$ cat src/rtl/sata_align_inserter.sv
// sata_align_inserter: TX ALIGN-burst/SYNC-fill merger and RX ALIGN stripper between link layer and OOB block.
// Rev 1.0
`default_nettype none

module sata_align_inserter #(
  parameter int ALIGN_INTERVAL = 256,
  parameter int ALIGN_BURST    = 2
) (
  input  logic        clk,
  input  logic        reset,
  input  logic        linkup,
  input  logic [31:0] ll_tx_data,
  input  logic        ll_tx_charisk,
  input  logic        ll_tx_valid,
  output logic        ll_tx_ready,
  output logic [31:0] tx_dataout,
  output logic        tx_charisk_out,
  input  logic [31:0] rx_datain,
  input  logic [3:0]  rx_charisk,
  output logic [31:0] ll_rx_data,
  output logic        ll_rx_charisk,
  output logic        ll_rx_valid,
  output logic        rx_align_det,
  output logic [1:0]  state_out
);

  localparam logic [31:0] c_ALIGN = 32'h7B4A4ABC;
  localparam logic [31:0] c_SYNC  = 32'hB5B5957C;

  localparam int c_IW = $clog2(ALIGN_INTERVAL);
  localparam int c_BW = (ALIGN_BURST > 1) ? $clog2(ALIGN_BURST) : 1;
  localparam logic [c_IW-1:0] c_INT_LAST   = c_IW'(ALIGN_INTERVAL - 1);
  localparam logic [c_BW-1:0] c_BURST_LAST = c_BW'(ALIGN_BURST - 1);

  typedef enum logic [1:0] {
    ST_IDLE  = 2'd0,
    ST_ALIGN = 2'd1,
    ST_PASS  = 2'd2
  } state_t;

  state_t            r_state;
  logic [c_IW-1:0]   r_int_cnt;
  logic [c_BW-1:0]   r_burst_cnt;
  logic [31:0]       r_tx_data;
  logic              r_tx_k;

  logic [31:0]       r_rx_data;
  logic              r_rx_k;
  logic              r_rx_valid;
  logic              r_rx_align;

  logic              w_accept;
  logic              w_is_align;
  logic              w_unused_rx_k;

  assign ll_tx_ready = linkup && (r_state == ST_PASS);
  assign w_accept    = ll_tx_valid && ll_tx_ready;

  // Dropping linkup takes priority over every burst/interval boundary.
  always_ff @(posedge clk) begin
    if (reset || !linkup) begin
      r_state     <= ST_IDLE;
      r_int_cnt   <= '0;
      r_burst_cnt <= '0;
      r_tx_data   <= c_ALIGN;
      r_tx_k      <= 1'b1;
    end else begin
      case (r_state)
        ST_IDLE: begin
          r_tx_data   <= c_ALIGN;
          r_tx_k      <= 1'b1;
          r_burst_cnt <= '0;
          r_state     <= ST_ALIGN;
        end
        ST_ALIGN: begin
          r_tx_data <= c_ALIGN;
          r_tx_k    <= 1'b1;
          if (r_burst_cnt == c_BURST_LAST) begin
            r_burst_cnt <= '0;
            r_int_cnt   <= '0;
            r_state     <= ST_PASS;
          end else begin
            r_burst_cnt <= r_burst_cnt + 1'b1;
          end
        end
        ST_PASS: begin
          if (w_accept) begin
            r_tx_data <= ll_tx_data;
            r_tx_k    <= ll_tx_charisk;
          end else begin
            r_tx_data <= c_SYNC;
            r_tx_k    <= 1'b1;
          end
          // Interval counts PASS cycles, not accepted dwords.
          if (r_int_cnt == c_INT_LAST) begin
            r_int_cnt   <= '0;
            r_burst_cnt <= '0;
            r_state     <= ST_ALIGN;
          end else begin
            r_int_cnt <= r_int_cnt + 1'b1;
          end
        end
        default: begin
          r_state     <= ST_IDLE;
          r_int_cnt   <= '0;
          r_burst_cnt <= '0;
          r_tx_data   <= c_ALIGN;
          r_tx_k      <= 1'b1;
        end
      endcase
    end
  end

  assign w_is_align    = rx_charisk[0] && (rx_datain == c_ALIGN);
  assign w_unused_rx_k = ^rx_charisk[3:1];

  always_ff @(posedge clk) begin
    if (reset) begin
      r_rx_data  <= '0;
      r_rx_k     <= 1'b0;
      r_rx_valid <= 1'b0;
      r_rx_align <= 1'b0;
    end else begin
      r_rx_data  <= rx_datain;
      r_rx_k     <= rx_charisk[0];
      r_rx_valid <= linkup && !w_is_align;
      r_rx_align <= w_is_align;
    end
  end

  assign tx_dataout     = r_tx_data;
  assign tx_charisk_out = r_tx_k;
  assign ll_rx_data     = r_rx_data;
  assign ll_rx_charisk  = r_rx_k;
  assign ll_rx_valid    = r_rx_valid;
  assign rx_align_det   = r_rx_align;
  assign state_out      = r_state;

endmodule

`default_nettype wire

$ cat config.mk
export PLATFORM = sky130hd
export DESIGN_NAME = sata_align_inserter
export DESIGN_NICKNAME = d
export VERILOG_FILES = /design/src/rtl/sata_align_inserter.sv
export SDC_FILE = /design/constraint.sdc
export NUM_CORES = 1
export LEC_CHECK = 0
export ABC_AREA = 1
export CAP_MARGIN = 15
export CORE_UTILIZATION = 30
export DETAILED_ROUTE_END_ITERATION = 10
export PLACE_DENSITY = 0.77
export SYNTH_ARGS = -nofsm -noshare
export SYNTH_HDL_FRONTEND = slang
export SYNTH_SLANG_ARGS = --single-unit
$ cat constraint.sdc
create_clock -name clk -period 1.3 [get_ports clk]
set_input_delay 0.13 -clock clk [delete_from_list [all_inputs] [get_ports clk]]
set_output_delay 0.13 -clock clk [all_outputs]
set_load 0.005 [all_outputs]
**Word level (Yosys, flattened, before mapping)**

Index checks and enable logic that the tools add are counted.

- Memories kept: 0
- RAM bits: 0
- Output and inout port bits: 71
- Register bits: 79
- Bits in read-only memories: 0
- Logic and storage cells: 43
- Latch bits: 0
- Input bits: 73

- Bitwise logic cells: 3
- Reductions and logical operators: 12
- Order comparisons: 0
- Shift operators: 0
- Multiply operators: 0
- Divide/modulo/power cells: 0
- Eq/ne operators: 6
- Muxes and demuxes: 10
- Add/subtract/negate cells: 2

Operator list:

| operator | number |
|---|---|
| $eq 32x31->1 const B | 1 |
| $mux 32 | 1 |
| $pmux 8 s3 | 1 |
| $mux 8 | 2 |
| $add 8x1->8 const B | 1 |
| $eq 8x8->1 const B | 1 |
| $pmux 2 s3 | 1 |
| $logic_and 1x1->1 | 4 |
| $mux 2 | 2 |
| $reduce_and 2->1 | 2 |
| $not 1->1 | 3 |
| $reduce_or 3->1 | 1 |
| $eq 2x1->1 const B | 1 |
| $eq 2x2->1 const B | 1 |
| $logic_not 1->1 | 2 |
| $logic_not 2->1 | 1 |
| $mux 1 | 2 |
| $ne 2x1->1 const B | 1 |
| $ne 2x2->1 const B | 1 |
| $pmux 1 s2 | 1 |
| $reduce_or 2->1 | 1 |
| $add 1x1->1 const B | 1 |
| $logic_or 1x1->1 | 1 |

**Longest topological paths before layout**

- Depth in word-level cells: 5
- Depth in mapped cells: 8
- Depth with buffers taken out: 8

**Worst setup path after synthesis**

No wires, ideal clock.

- Kind: flip-flop to flip-flop
- Start point: register r_int_cnt[0]
- End point: register r_int_cnt[2]
- Setup slack: 0.032 ns
- Path buffers: 0
- Cell stages (with the launch flop): 9
- Arrival time: 1.153 ns
- Clock period less this slack: 1.268 ns
- Library setup time: 0.115 ns
- Cell sequence: dfxtp_1 > ha_1 > nand2_1 > nor2_2 > nand2_1 > nand2_1 > nand2_1 > nand2_1 > nor2_1

- Longest elaborated chain between the ends: 3

Ends and longest elaborated chain:

| item | line | text |
|---|---|---|
| start: declaration | 42 | `logic [c_IW-1:0] r_int_cnt;` |
| start signal: assignment | 100 | `r_int_cnt <= r_int_cnt + 1'b1;` |
| $add 8x1->8 or $eq 8x8->1 (tied branches) | 100, 95 |  |
| $mux 8 (*) | 95 | `if (r_int_cnt == c_INT_LAST) begin` |
| $pmux 8 s3 (*) | 68 | `case (r_state)` |

Mark *: on every way between the ends. The rest lies on a longest branch, timed or not.
A chain may end at the register's enable or synchronous reset.

**Worst setup path after layout**

- Start point: register r_state[1], in the netlist state_out[1]
- End point: output ll_tx_ready

- Longest elaborated chain between the ends: 2

Ends and longest elaborated chain:

| item | line | text |
|---|---|---|
| start: declaration | 41 | `state_t r_state;` |
| start signal: assignment | 62 | `r_state <= ST_IDLE;` |
| start signal: assignment | 73 | `r_state <= ST_ALIGN;` |
| start signal: assignment | 81 | `r_state <= ST_PASS;` |
| $eq 2x2->1 | 56 | `assign ll_tx_ready = linkup && (r_state == ST_PASS);` |
| $logic_and 1x1->1 | 56 |  |
| end: declaration | 15 | `output logic ll_tx_ready,` |

No other way between the ends.

==> out/summary.txt <==
Result of the run: completed
Maximum achievable frequency: 0.8134 GHz
Maximum number of pins on one net before global-route repair: 35
CP Launch Type: flip-flop
Critical-path top delay cell: sky130_fd_sc_hd__dfxtp_2
Clock latency of the later-clocked register in the worst-skew pair: 0.34 ns
Final Hold Vio Count: 0
CP Capture Type: output pin
Total number of vias: 2445
Pins Over Slew Limit: 0
Remaining design rule violation count: 0
Post-layout nets: 562
Static power due to leakage: 2.245 nW
Area enclosed by the die boundary: 9213 um2
Chip width: 95.99 um
CP cell instances: inv_2, nor3_2, clkdlybuf4s15_2
Transition time of the tightest slew-check pin: 0.3513 ns
Final Cycle Share: 94.57%
Total clock buffers created by CTS: 9
Final GP Congestion: 0.7509
Number of antenna violations at the first check in global routing: 0
Buffers and inverters on the worst path: 2
Iter 0 DRT Violations: 42
Maximum clock skew at final layout: 0.005876 ns
Number of fillers in the final layout: 788
Clock-pin slew of the registers on the worst-case setup and hold paths: 0.08 ns
Number of global-route vias before repair: 2418
PortBufs: 140
GRT Resource Usage Total: 15.09%
Clock sink count: 79
Crit Path Category: reg2out
Area Growth Syn to Fin: 70.02%
Min-delay worst type: in2reg
Level count of the clock H-tree: 3
DRT Wirelength: 6.835 mm
Unrepaired setup endpoints after global routing: no
Syn. warnings: 0
Max capacitance violation total: 0
Synth area leaders: sky130_fd_sc_hd__dfxtp_1 60%, sky130_fd_sc_hd__nor2_1 13%, sky130_fd_sc_hd__nand2_1 7.8%, sky130_fd_sc_hd__inv_1 7.4%, sky130_fd_sc_hd__nand3_1 2.1%
Starting density of the core: 31.62%
Register area share after synthesis: 59.68%
Total setup violations reported at the end of the flow: 0
Proportion of layout cells with a drive suffix above 1: 10.16%
Global-route wire length before repair: 10.60 mm
Final instance area: 4506 um2
#FFs+latches synth: 79
Yosys top cell area share: 59.68%
Largest area contributor in the synthesized netlist: sky130_fd_sc_hd__dfxtp_1
Detailed Place HPWL: 5.254 mm
Cell area after synthesis: 2650 um2
Diodes inserted: 0
Fraction of the core area covered by cells at the end of the flow: 53.75%
Total power divided by cell area: 1099 nW/um2
Number of vias per cell: 4.095
Height of the die: 95.99 um
Root cell of the clock tree: sky130_fd_sc_hd__clkbuf_8
Detailed-routing iteration count for the pre-antenna-repair pass: 4
Post-synthesis cell type count: 23
Highest ir drop seen on vdd: 0.6751 mV
Highest-count cells in the layout ignoring fill and taps: 90 x sky130_fd_sc_hd__nor2_1, 74 x sky130_fd_sc_hd__dfxtp_1, 69 x sky130_fd_sc_hd__clkdlybuf4s50_1
Number of rows created at floorplan: 33
Min cycle time layout: 1.229 ns
TritonCTS clock tree: done
Commonest non-fill, non-tap cell in the layout: sky130_fd_sc_hd__nor2_1
Routed wire length per instance: 11.45 um
Mapped Nets: 402
Post-route ant nets: 0
Mapped Avg Cell Area: 8.079 um2
Gate count of the mapped netlist: 328
Core Footprint: 8382 um2
Worst endpoint required time: 1.17 ns
Instance area after placement: 4250 um2
Relative max-transition margin: 76.58%
Bufs on Longest Clock Path: 2
Total I/O pin count: 144
Number of hold buffers added after CTS: 0
CP max stage delay: 0.34 ns
Remaining global-route overflow: 0
Arrival time at the worst endpoint: 1.10 ns
Crit-path max FO: 3
Dominant delay contributor by cell family on the critical path: flip-flops
-- layer usage --
layer | GRT usage [%] | vias to the layer above | share of wire (%)
met5 | 0 | - | 0
met4 | 4.975 | 0 | 1.1
met3 | 7.188 | 8 | 9.9
met2 | 26.24 | 87 | 50
met1 | 15.97 | 1068 | 39
li1 | - | 1282 | -
-- worst reg2reg max path, stage by stage (launching register included) --
cell and delay [ns]:
sky130_fd_sc_hd__dfxtp_2 0.37, sky130_fd_sc_hd__ha_4 0.15, sky130_fd_sc_hd__nand2_2 0.07, sky130_fd_sc_hd__nor2_4 0.09, sky130_fd_sc_hd__nand2_1 0.08, sky130_fd_sc_hd__nand2_1 0.09, sky130_fd_sc_hd__nand2_1 0.08, sky130_fd_sc_hd__nand2_2 0.11
sky130_fd_sc_hd__nor2_1 0.06
-- cells by family after synthesis --
| family | Yosys count | synth area share (%) |
|---|---|---|
| flip-flops | 79 | 59.68 |
| AND/OR/NAND/NOR | 175 | 28.00 |
| AO/OA/AOI/OAI | 10 | 1.983 |
| buffers and inverters | 61 | 9.207 |
| XOR/XNOR | 2 | 0.6611 |
| adder cells (fa/ha/maj) | 1 | 0.4721 |
-- path summary, 6_finish.rpt --
| check | endpoint | slack (ns) | depth (start not counted) | startpoint |
|---|---|---|---|---|
| max | ll_tx_ready | 0.07 | 3 | state_out[1]$_SDFFE_PP0P_ |
| min | tx_dataout[1]$_SDFF_PP0_ | 0.32 | 3 | ll_tx_data[1] |
| max reg2reg | r_int_cnt[2]$_SDFFE_PP0P_ | 0.10 | 8 | r_int_cnt[0]$_SDFFE_PP0P_ |
| min reg2reg | r_int_cnt[4]$_SDFFE_PP0P_ | 0.47 | 2 | r_int_cnt[4]$_SDFFE_PP0P_ |
-- synth_stat cells --
cell type	number
sky130_fd_sc_hd__nor2_1	90
sky130_fd_sc_hd__dfxtp_1	79
sky130_fd_sc_hd__nand2_1	55
sky130_fd_sc_hd__inv_1	52
sky130_fd_sc_hd__nand3_1	11
sky130_fd_sc_hd__a21oi_1	7
sky130_fd_sc_hd__or2_1	7
sky130_fd_sc_hd__clkbuf_1	6
sky130_fd_sc_hd__nand4_1	3
sky130_fd_sc_hd__buf_6	2
sky130_fd_sc_hd__nor2_2	2
sky130_fd_sc_hd__o21ai_0	2
sky130_fd_sc_hd__xor2_1	2
sky130_fd_sc_hd__clkinv_1	1
sky130_fd_sc_hd__ha_1	1
sky130_fd_sc_hd__nand2_2	1
sky130_fd_sc_hd__nand2_4	1
sky130_fd_sc_hd__nand3b_1	1
sky130_fd_sc_hd__nor2_4	1
sky130_fd_sc_hd__nor2_8	1
sky130_fd_sc_hd__nor3_1	1
sky130_fd_sc_hd__o21bai_1	1
sky130_fd_sc_hd__or2_2	1
-- metrics by stage --
| step | setup WS [ns] | hold WS [ns] | std cells | TNS [ns] | power (mW) |
|---|---|---|---|---|---|
| after floorplan | 0.03192 | 0.2298 | 328 | 0 | 2.688 |
| after global placement | -0.1712 | 0.4374 | 580 | -2.162 | 3.055 |
| after detailed placement | -0.1932 | 0.4516 | 580 | -3.586 | 3.064 |
| after CTS | -0.01791 | 0.3000 | 596 | -0.01791 | 5.044 |
| after global routing | 0.005801 | 0.2939 | 597 | 0 | 5.191 |
| final | 0.07057 | 0.3154 | 597 | 0 | 4.953 |
-- flip-flops by register name, summed over array words and instances, names as in the netlist --
| register | count |
|---|---|
| ll_rx_charisk | 1 |
| ll_rx_data | 32 |
| ll_rx_valid | 1 |
| r_burst_cnt | 1 |
| r_int_cnt | 8 |
| rx_align_det | 1 |
| state_out | 2 |
| tx_charisk_out | 1 |
| tx_dataout | 32 |
-- timing repair --
action / in CTS / in global routing
pin swaps: 0 / 3
resized for setup: 59 / 27
endpoints found under the setup margin: 53 / 38
setup buffers: 1 / 1
endpoints found under the hold margin: 0 / 0
-- final cells by class --
| class | count | area [um2] | share of cell area, % |
|---|---|---|---|
| Clock buffer | 10 | 137.6 | 3.055 |
| Clock inverter | 5 | 81.33 | 1.805 |
| Inverter | 53 | 198.9 | 4.415 |
| Multi-Input combinational cell | 188 | 852.1 | 18.91 |
| Sequential cell | 79 | 1590 | 35.30 |
| Tap cell | 105 | 131.4 | 2.916 |
| Timing Repair Buffer | 157 | 1514 | 33.60 |
-- report_power, final --
group	switching, mW	internal, mW
Sequential	0.0184	2.48
Combinational	0.177	0.296
Clock	0.858	1.13
Total	1.05	3.90
Note: power is estimated with default switching activity, not from simulation.
